$ cat src/rtl/framebuffer_reader.sv
// framebuffer_reader: Avalon-MM scan-out of an RGB565 framebuffer into an Avalon-ST pixel stream.
// Optional: define CONTINUOUS_SCAN_EN to rescan frames back-to-back without new start pulses.
module framebuffer_reader #(
   parameter int H_RESOLUTION = 320,
   parameter int V_RESOLUTION = 240,
   parameter int FIFO_DEPTH   = 16,
   parameter int ADDR_WIDTH   = 32
) (
   input  logic                  clock,
   input  logic                  reset_n,
   input  logic                  start,
   input  logic [ADDR_WIDTH-1:0] base_address,
   output logic                  busy,
   output logic                  done,
   output logic [ADDR_WIDTH-1:0] m_address,
   output logic                  m_read,
   input  logic                  m_waitrequest,
   input  logic [15:0]           m_readdata,
   input  logic                  m_readdatavalid,
   output logic [15:0]           pix_data,
   output logic                  pix_valid,
   input  logic                  pix_ready,
   output logic                  pix_sop,
   output logic                  pix_eop
);

   localparam int PW = $clog2(FIFO_DEPTH);
   localparam logic [8:0] COL_LAST = 9'(H_RESOLUTION - 1);
   localparam logic [7:0] ROW_LAST = 8'(V_RESOLUTION - 1);
   localparam logic [PW+1:0] CREDITS = (PW+2)'(FIFO_DEPTH);
   localparam logic [PW:0] FULL = (PW+1)'(FIFO_DEPTH);
   localparam logic [ADDR_WIDTH-1:0] ALIGN = ~ADDR_WIDTH'(1);

   typedef enum logic [1:0] {IDLE, FETCH, DRAIN} state_t;
   state_t state, state_nxt;

   logic [ADDR_WIDTH-1:0] base_q;
   logic [7:0]  req_row, out_row;
   logic [8:0]  req_col, out_col;
   logic [PW:0] fifo_count, outstanding;
   logic [PW-1:0] wr_ptr, rd_ptr;
   logic [15:0] mem [FIFO_DEPTH];
   logic start_ok, req_acc, req_last, credit_ok;
   logic push, pop, out_last, frame_end;

   assign start_ok  = start && (state == IDLE) && !done;
   assign req_acc   = m_read && !m_waitrequest;
   assign req_last  = (req_row == ROW_LAST) && (req_col == COL_LAST);
   assign out_last  = (out_row == ROW_LAST) && (out_col == COL_LAST);
   assign credit_ok = ((PW+2)'(fifo_count) + (PW+2)'(outstanding)) < CREDITS;
   assign push      = m_readdatavalid && (state != IDLE) && (outstanding != '0);
   assign pop       = pix_valid && pix_ready;
   assign frame_end = pop && out_last && (state == DRAIN);

   always_ff @(posedge clock or negedge reset_n) begin
      if (!reset_n) state <= IDLE;
      else          state <= state_nxt;
   end

   always_comb begin
      state_nxt = state;
      unique case (state)
         IDLE:  if (start_ok) state_nxt = FETCH;
         FETCH: if (req_acc && req_last) state_nxt = DRAIN;
         DRAIN: begin
`ifdef CONTINUOUS_SCAN_EN
            if (frame_end) state_nxt = FETCH;
`else
            if (frame_end) state_nxt = IDLE;
`endif
         end
         default: state_nxt = IDLE;
      endcase
   end

   // Credit check stays true once raised, so a stalled request holds stable
   always_comb begin
      busy      = (state != IDLE);
      m_read    = (state == FETCH) && credit_ok;
      m_address = '0;
      if (m_read)
         m_address = base_q + ADDR_WIDTH'({req_row, req_col, 1'b0});
   end

`ifdef CONTINUOUS_SCAN_EN
   logic [ADDR_WIDTH-1:0] base_nxt;

   always_ff @(posedge clock or negedge reset_n) begin
      if (!reset_n) begin
         base_nxt <= '0;
         base_q   <= '0;
      end else begin
         if (start) base_nxt <= base_address & ALIGN;
         if (start_ok)
            base_q <= base_address & ALIGN;
         else if (frame_end)
            base_q <= start ? (base_address & ALIGN) : base_nxt;
      end
   end
`else
   always_ff @(posedge clock or negedge reset_n) begin
      if (!reset_n)      base_q <= '0;
      else if (start_ok) base_q <= base_address & ALIGN;
   end
`endif

   always_ff @(posedge clock or negedge reset_n) begin
      if (!reset_n) begin
         req_row <= '0;
         req_col <= '0;
      end else if (start_ok) begin
         req_row <= '0;
         req_col <= '0;
      end else if (req_acc) begin
         if (req_col == COL_LAST) begin
            req_col <= '0;
            req_row <= (req_row == ROW_LAST) ? '0 : req_row + 8'd1;
         end else begin
            req_col <= req_col + 9'd1;
         end
      end
   end

   always_ff @(posedge clock or negedge reset_n) begin
      if (!reset_n) begin
         out_row <= '0;
         out_col <= '0;
      end else if (start_ok) begin
         out_row <= '0;
         out_col <= '0;
      end else if (pop) begin
         if (out_col == COL_LAST) begin
            out_col <= '0;
            out_row <= (out_row == ROW_LAST) ? '0 : out_row + 8'd1;
         end else begin
            out_col <= out_col + 9'd1;
         end
      end
   end

   always_ff @(posedge clock or negedge reset_n) begin
      if (!reset_n) begin
         outstanding <= '0;
      end else begin
         unique case ({req_acc, push})
            2'b10:   outstanding <= outstanding + 1'b1;
            2'b01:   outstanding <= outstanding - 1'b1;
            default: outstanding <= outstanding;
         endcase
      end
   end

   always_ff @(posedge clock) begin
      if (push && (fifo_count != FULL || pop))
         mem[wr_ptr] <= m_readdata;
   end

   always_ff @(posedge clock or negedge reset_n) begin
      if (!reset_n) begin
         wr_ptr     <= '0;
         rd_ptr     <= '0;
         fifo_count <= '0;
      end else begin
         if (push && (fifo_count != FULL || pop)) wr_ptr <= wr_ptr + 1'b1;
         if (pop) rd_ptr <= rd_ptr + 1'b1;
         if (push && !pop && fifo_count != FULL)
            fifo_count <= fifo_count + 1'b1;
         else if (pop && !push)
            fifo_count <= fifo_count - 1'b1;
      end
   end

   always_ff @(posedge clock or negedge reset_n) begin
      if (!reset_n) done <= 1'b0;
      else          done <= frame_end;
   end

   assign pix_valid = (fifo_count != '0);
   assign pix_data  = pix_valid ? mem[rd_ptr] : '0;
   assign pix_sop   = pix_valid && (out_row == '0) && (out_col == '0);
   assign pix_eop   = pix_valid && out_last;

endmodule

$ cat config.mk
export PLATFORM = sky130hd
export DESIGN_NAME = framebuffer_reader
export DESIGN_NICKNAME = d
export VERILOG_FILES = /design/src/rtl/framebuffer_reader.sv
export SDC_FILE = /design/constraint.sdc
export NUM_CORES = 1
export LEC_CHECK = 0
export CAP_MARGIN = 20
export CORE_ASPECT_RATIO = 0.6
export CORE_MARGIN = 4
export CORE_UTILIZATION = 35
export CTS_CLUSTER_DIAMETER = 50
export DETAILED_ROUTE_END_ITERATION = 12
export SYNTH_ARGS = -nofsm -noshare
export SYNTH_HDL_FRONTEND = slang
export SYNTH_SLANG_ARGS = --single-unit
export TNS_END_PERCENT = 30
$ cat constraint.sdc
create_clock -name clock -period 5.8 [get_ports clock]
set_clock_uncertainty 0.15 [all_clocks]
set_input_delay 0.58 -clock clock [delete_from_list [all_inputs] [get_ports clock]]
set_output_delay 0.58 -clock clock [all_outputs]
set_load 0.05 [all_outputs]
# After elaboration in Yosys (flattened, before gate mapping)
# Memory sizes are Yosys's and may differ from the RTL's.
# Index checks and enable logic that the tools add are counted.
[classes] muxes=25 n_reduce_logical=39 eq_ne=12 n_addsub=12 order_cmp=1
[ops] operator="2-to-1 mux 8 bit" count=8
[ops] operator="2-to-1 mux 9 bit" count=6
[ops] operator="adder 32 x 18 -> 32 bit" count=1
[ops] operator="2-to-1 mux 32 bit" count=1
[ops] operator="logical AND 1 bit" count=19
[ops] operator="adder 9 x 1 -> 9 bit, second input constant" count=2
[ops] operator="== test 9 bit, second input constant" count=2
[ops] operator="adder 8 x 1 -> 8 bit, second input constant" count=2
[ops] operator="== test 8 bit, second input constant" count=2
[ops] operator="2-to-1 mux 16 bit" count=1
[ops] operator="nonzero test 2 bit" count=7
[ops] operator="adder 5 x 1 -> 5 bit, second input constant" count=2
[ops] operator="2-to-1 mux 5 bit" count=2
[ops] operator="case mux 5 bit (2 select lines)" count=1
[ops] operator="nonzero test 5 bit" count=2
[ops] operator="subtractor 5 x 1 -> 5 bit, second input constant" count=2
[ops] operator="zero test 9 bit" count=1
[ops] operator="adder 4 x 1 -> 4 bit, second input constant" count=2
[ops] operator="zero test 8 bit" count=1
[ops] operator="adder 5 x 5 -> 6 bit" count=1
[ops] operator="less-than comparator 6 x 5 -> 1 bit, second input constant" count=1
[ops] operator="2-to-1 mux 2 bit" count=3
[ops] operator="!= test 2 bit, second input constant" count=3
[ops] operator="case mux 2 bit (3 select lines)" count=1
[ops] operator="other kinds (9)" count=16
[word_totals] mem_bits_rw=256 out_inout_bits=54 elab_cells=101 register_bits=86 in_bits=54 n_memories=1
[mem_list] name="mem" depth=16 word_bits=16 read_ports=1 rd_ports_with_merged_regs=0 write_ports=1 line_no="42" text="logic [15:0] mem [FIFO_DEPTH];"

# Logic depth before layout (Yosys ltp)
# Gate-level depths: netlist of run 1.
[depth] depth_word=7 ltp_mapped=16 ltp_nobuf=15

# Least setup slack after synthesis of run 1
# Ideal clock, no wire load.
[synth_path] path_kind="register to output" start="register req_col[0]" end="output m_address[25]" arrival_time_ns=2.723 path_slack_ns=2.347 n_path_buf=0 required_time_ns=5.070 stages_incl_launch_ff=10 cell_sequence="dfrtp_1 -> ha_1 -> fa_1 -> a21o_1 -> nand4_1 -> a21oi_1 -> nor3_2 -> o21ai_2 -> a21o_1 -> a21oi_1"
[synth_between] elab_chain_len=2
[synth_rtl] item="start, declared" line_no="39" text="logic [8:0] req_col, out_col;"
[synth_rtl] item="start signal, assigned" line_no="119" text="req_col <= req_col + 9'd1;"
[synth_rtl] item="adder 32 x 18 -> 32 bit" line_no="82" text="m_address = base_q + ADDR_WIDTH'({req_row, req_col, 1'b0});"
[synth_rtl] item="2-to-1 mux 32 bit" line_no="81" text="if (m_read)"
[synth_rtl] item="end, declared" line_no="15" text="output logic [ADDR_WIDTH-1:0] m_address,"
# Every way passes these cells.

# Worst setup path after layout of run 1
[layout_path] start="register req_col[0]" end="output m_address[23]"
# Same word-level chain as after synthesis.

==> results of run 1 <==
-- worst max path at each step --
stage,cells after the start,slack (ns),endpoint
detailed placement,10,1.73,m_address[23]
CTS,10,1.16,m_address[23]
global placement,10,1.76,m_address[23]
floorplan,9,2.35,m_address[25]
finish,10,1.15,m_address[23]
global route,10,1.04,m_address[23]
-- flip-flops by register name, summed over array words and instances (netlist names) --
name	count
base_q	31
out_row	8
state	2
mem	256
rd_ptr	4
fifo_count	5
wr_ptr	4
req_row	8
out_col	9
req_col	9
done	1
outstanding	5
-- layout make-up --
cell class	instances	area [sq um]	share of cell area (%)
Inverter	19	71.3	0.379
Clock inverter	24	308	1.64
Multi-Input combinational cell	654	5380	28.6
Sequential cell	342	9840	52.3
Clock buffer	45	998	5.30
Timing Repair Buffer	131	1500	7.96
Tap cell	579	724	3.85
-- critical path, stage by stage, from the launching register on --
cell             delay (ns)
dfrtp_1                0.43
ha_1                   0.24
fa_1                   0.42
a21o_1                 0.20
nand4_1                0.16
a21oi_1                0.17
nor3_2                 0.34
o21ai_2                0.21
a311oi_1               0.30
a41o_2                 0.13
clkdlybuf4s50_1        0.79
-- stage by stage --
step                setup slack, ns  cell area (sq um)
global route                   1.04              18800
CTS                            1.16              18600
global placement               1.76              17200
detailed placement             1.73              17300
finish                         1.15              18800
floorplan                      2.35              15500
-- power by group --
group	internal (uW)	leakage [uW]	switching (uW)	total, uW
combinational	1650	0.00271	2250	3900
clock	1510	0.000632	996	2510
sequential	3020	0.00341	375	3390
-- Yosys cell counts (all sizes together), types with 9 or more instances --
cell	instances	area, sq um
a21o	14	105
a21oi	32	160
and2	24	155
and3	16	100
buf	23	129
clkbuf	21	78.8
dfrtp	86	2150
edfxtp	256	7690
ha	39	488
inv	19	71.3
mux4	80	1800
nand2	136	515
nand3	28	168
nand4	14	87.6
nor2	59	224
nor2b	25	156
o21ai	55	290
o31ai	9	86.3
or3	14	92.6
xnor2	22	193
xor2	25	219
-- layer usage --
layer / up-vias / wire length [um] / track usage [%]
met4: 0 / 602 / 2.93
met1: 4719 / 17200 / 23.0
li1: 4270 / - / -
met5: - / 0 / 0
met3: 53 / 1830 / 2.15
met2: 233 / 16400 / 23.3
-- kinds of logic (layout without fill, tap and decap cells) --
group | after synthesis | count (layout)
adder cells (fa/ha/maj) | 41 | 41
multiplexers | 85 | 85
XOR/XNOR | 47 | 47
buffers and inverters | 63 | 219
flip-flops | 342 | 342
other | 1 | 1
AND/OR/NAND/NOR | 344 | 344
AO/OA/AOI/OAI | 136 | 136
==> impl_metrics.env, run 1 <==
export IMPL_grt_max_degree=74
export IMPL_clock_sinks=342
export IMPL_report_final_slew_viol_count=0
export IMPL_final_util_pct=43.2
export IMPL_pin_count=108
export IMPL_gp_congestion=0.802
export IMPL_critPathArrivalTime_ns=3.92
export IMPL_grt_pass1_vias=9310
export IMPL_viasPerCell=5.17
export IMPL_final_common_cell="edfxtp_1"
export IMPL_hold_viol=0
export IMPL_rrSetupSlack_ns=1.80
export IMPL_total_power_uw=9800
export IMPL_setup_tns_final_ns=0
export IMPL_cts_max_path_buffers=3
export IMPL_drc=0
export IMPL_outcome="finished clean"
export IMPL_post_cts_buffers=0
export IMPL_critPathMaxFanout=7
export IMPL_grt_use_total_pct=15.1
export IMPL_final_antenna_net_count=0
export IMPL_worstSkewPairLatency_ns=0.54
export IMPL_drive_gt1_share_pct=16.0
export IMPL_setup_viol=0
export IMPL_dr_pass1_iters=5
export IMPL_yosys_most_used_dff="edfxtp_1"
export IMPL_drt_total_wl_um=36000
export IMPL_synthArstFlopShare_pct=25.1
export IMPL_period_minus_slack_ns=4.65
export IMPL_start_kind="register"
export IMPL_cts_tree="built"
export IMPL_die_area_sq_um=47800
export IMPL_drt_initial_drc_count=864
export IMPL_ys_seq_elements=342
export IMPL_antenna_diode_count=0
export IMPL_core_area_sq_um=43600
export IMPL_fin_cells=1794
export IMPL_ctsResizeCount=0
export IMPL_hold_path_class="primary input to asynchronous set/reset pin"
export IMPL_synth_net_count=1154
export IMPL_drv_cap=0
export IMPL_synth_compound_area_share_pct=5.60
export IMPL_rows=59
export IMPL_dpl_hpwl_um=22600
export IMPL_relSlewSlack_pct=24.4
export IMPL_setup_worst_path_start="req_col[0]$_DFFE_PN0P_"
export IMPL_antenna_found_initial=0
export IMPL_yosysWarningCount=0
export IMPL_syn_area_per_cell_sq_um=14.6
export IMPL_final_cell_mix="edfxtp_1, nand2_1, clkdlybuf4s50_1"
export IMPL_grt_setup_unrepaired="false"
export IMPL_cp_data_required_time_ns=5.07
export IMPL_fp_dieW_um=280
export IMPL_initial_utilization_pct=35.6
export IMPL_cts_root_buffer="clkbuf_16"
export IMPL_whs_ns=0.308
export IMPL_io_buffers=105
export IMPL_end_kind="output port"
export IMPL_crit_type="register to output port"
export IMPL_grt_pass1_wl_um=56000
export IMPL_syn_inst=1059
export IMPL_nets=1281
export IMPL_reg2reg_depth=16
export IMPL_vdd_ir_drop_max_v=0.000247
export IMPL_ys_seq_area_share_pct=63.5
export IMPL_muxShareOfSynthArea_pct=12.0
export IMPL_synth_top_family_by_area="multiplexers"
export IMPL_place_inst=1715
export IMPL_cts_buffers_inserted=38
export IMPL_rr_endpoint="outstanding[4]$_DFFE_PN0P_"
export IMPL_die_h_um=171
export IMPL_timing_fmax_mhz=215
export IMPL_synthDistinctLibCells=68
export IMPL_clk_pin_slew_ns=0.06
export IMPL_r2r_start="outstanding[1]$_DFFE_PN0P_"
export IMPL_synth_fa_ha_area_share_pct=3.41
export IMPL_synth_edf_count=256
export IMPL_synth_xor_area_share_pct=2.66
export IMPL_p_leak_uw=0.00675
export IMPL_worstMarginPinSlew_ns=1.13
export IMPL_fill_cells=3870
export IMPL_cts_hold_buf=1
export IMPL_vias=9275
export IMPL_h_tree_depth=2
export IMPL_synthSimpleGateAreaFrac_pct=10.9
export IMPL_power_density_nw_per_um2=521
export IMPL_grt_remaining_overflow=0
export IMPL_avgRoutedWirePerCell_um=20.1
export IMPL_synthesis_area_sq_um=15500
export IMPL_fin_crit_sh_pct=80.2
export IMPL_syn_to_final_growth_pct=21.6
Power figures use the tool's default switching activity.
==> inputs of run 2 (changes only) <==
clock period = 4.5 ns   (was 5.8 ns; I/O delays follow)
==> impl_metrics.env, run 2 (synthesis results as in run 1) <==
export IMPL_grt_remaining_overflow=0
export IMPL_hold_viol=0
export IMPL_clock_sinks=342
export IMPL_drive_gt1_share_pct=16.0
export IMPL_critPathArrivalTime_ns=3.67
export IMPL_drt_total_wl_um=36200
export IMPL_fin_crit_sh_pct=94.9
export IMPL_rows=59
export IMPL_outcome="finished clean"
export IMPL_antenna_diode_count=0
export IMPL_fin_cells=1799
export IMPL_h_tree_depth=2
export IMPL_worst_path_max_delay_cell="clkdlybuf4s50_1"
export IMPL_p_leak_uw=0.00683
export IMPL_grt_max_degree=63
export IMPL_report_final_slew_viol_count=0
export IMPL_path_cells="ha_1 > and2_1 > nand4_1 > or3_4 > a31oi_4 > nand3_1 > xor2_1 > nor2_1 > clkdlybuf4s50_1"
export IMPL_largest_register="mem"
export IMPL_dpl_cell_area_sq_um=17300
export IMPL_cp_buffers_inverters=1
export IMPL_critPathMaxStageDelay_ns=0.83
export IMPL_crit_type="register to output port"
export IMPL_hold_path_class="primary input to register"
export IMPL_dpl_hpwl_um=23100
export IMPL_holdCritStartpoint="base_address[3]"
export IMPL_timing_fmax_mhz=234
export IMPL_gp_congestion=0.794
export IMPL_grt_pass1_vias=9143
export IMPL_final_cell_mix="edfxtp_1, nand2_1, clkdlybuf4s50_1"
export IMPL_worstMarginPinSlew_ns=0.837
export IMPL_end_kind="output port"
export IMPL_setup_viol=0
export IMPL_vias=9241
export IMPL_viasPerCell=5.14
export IMPL_die_area_sq_um=47800
export IMPL_vdd_ir_drop_max_v=0.000338
export IMPL_drv_cap=0
export IMPL_start_kind="register"
export IMPL_setup_tns_final_ns=0
export IMPL_r2r_start="outstanding[1]$_DFFE_PN0P_"
export IMPL_cp_data_required_time_ns=3.90
export IMPL_final_antenna_net_count=0
export IMPL_io_buffers=105
export IMPL_largest_reg_flops=256
export IMPL_reg_top3="mem (256), base_q (31)"
export IMPL_clk_pin_slew_ns=0.06
export IMPL_final_common_cell="edfxtp_1"
export IMPL_die_h_um=171
export IMPL_drt_initial_drc_count=955
export IMPL_worstSkewPairLatency_ns=0.55
export IMPL_drc=0
export IMPL_syn_to_final_growth_pct=20.3
export IMPL_rrSetupSlack_ns=1.05
export IMPL_grt_use_total_pct=15.1
export IMPL_cts_root_buffer="clkbuf_16"
export IMPL_nets=1286
export IMPL_pin_count=108
export IMPL_critPathMaxFanout=7
export IMPL_cts_tree="built"
export IMPL_fp_dieW_um=280
export IMPL_place_inst=1730
export IMPL_hold_depth=3
export IMPL_power_density_nw_per_um2=669
export IMPL_final_cell_area_sq_um=18600
export IMPL_reg2reg_depth=16
export IMPL_avgRoutedWirePerCell_um=20.1
export IMPL_cts_buffers_inserted=37
export IMPL_initial_utilization_pct=35.6
export IMPL_min_to="base_q[3]$_DFFE_PN0P_"
export IMPL_antenna_found_initial=0
export IMPL_grt_setup_unrepaired="false"
export IMPL_dr_pass1_iters=5
export IMPL_relSlewSlack_pct=44.2
export IMPL_period_minus_slack_ns=4.27
export IMPL_cp_top_family="simple AND/OR/NAND/NOR gates"
export IMPL_core_area_sq_um=43600
export IMPL_rr_endpoint="outstanding[4]$_DFFE_PN0P_"
export IMPL_cts_max_path_buffers=3
export IMPL_grt_pass1_wl_um=56000
-- run 2: changes by cell type in the layout (fill, tap and decap cells not counted), moves of 2 or more --
cell / before / now
inv_8: 2 / 0
buf_16: 11 / 0
clkinv_1: 4 / 11
clkbuf_1: 6 / 4
dlymetal6s2s_1: 0 / 8
clkinv_8: 2 / 0
clkinv_16: 0 / 2
clkdlybuf4s50_1: 104 / 95
clkinvlp_4: 3 / 0
buf_4: 12 / 29
inv_6: 0 / 2
clkbuf_16: 39 / 37
-- run 2: power breakdown --
part / internal (uW) / total [uW] / switching, uW / leakage (uW)
combinational: 2090 / 5040 / 2950 / 0.00282
clock: 1830 / 3110 / 1270 / 0.000611
sequential: 3890 / 4320 / 426 / 0.00341
-- run 2: worst min-delay path, stage by stage --
cell             delay [ns]
clkdlybuf4s50_1        0.40
nand2_1                0.05
nand2_1                0.04
-- run 2: repair_timing --
action                                  CTS  global route
buffers inserted                          0             0
resized for setup                         1             9
hold buffers                              1             0
endpoints found under the hold margin    61             0
endpoints found under the setup margin    1             9
-- run 2: metal layers --
metal	up-vias	GRT usage, %	part of all wire [%]
li1	4277	-	-
met1	4677	23.2	48
met2	242	22.5	45
met3	45	2.80	5.6
met4	0	3.35	1.7
met5	-	0	0
-- run 2: per-stage QoR --
step	hold WS [ns]	total power [uW]	worst slack, ns	util, %
after floorplan	0.00441	7890	1.18	-
after global placement	0.311	9410	0.622	39.8
after detailed placement	0.310	9470	0.596	39.8
after CTS	0.284	12600	0.0500	42.7
after global routing	0.296	13200	0.0392	42.8
final	0.305	12500	0.231	42.8
-- run 2: layout make-up --
type | instances | area, sq um
clock inverter | 26 | 299
sequential | 342 | 9840
inverter | 19 | 71.3
timing repair buffer | 137 | 1350
clock buffer | 42 | 955
tap | 579 | 724
multi-input combinational | 654 | 5380
fill | 3911 | 24900
-- run 2: how the worst max path moves through the flow --
stage                      startpoint  cells past startpoint            end  slack [ns]
2_1_floorplan  req_col[0]$_DFFE_PN0P_                      9  m_address[25]        1.18
3_3_place_gp   req_col[0]$_DFFE_PN0P_                     10  m_address[23]        0.62
3_5_place_dp   req_col[0]$_DFFE_PN0P_                     10  m_address[23]        0.60
4_1_cts        req_col[0]$_DFFE_PN0P_                     10  m_address[25]        0.05
5_1_grt        req_row[0]$_DFFE_PN0P_                      9  m_address[26]        0.04
6_report       req_row[0]$_DFFE_PN0P_                      9  m_address[20]        0.23
==> inputs of run 3 (changes only) <==
SLEW_MARGIN = 15   (was not set)
==> results of run 3 <==
Final layout, timing and power as in run 2 (identical DEF).
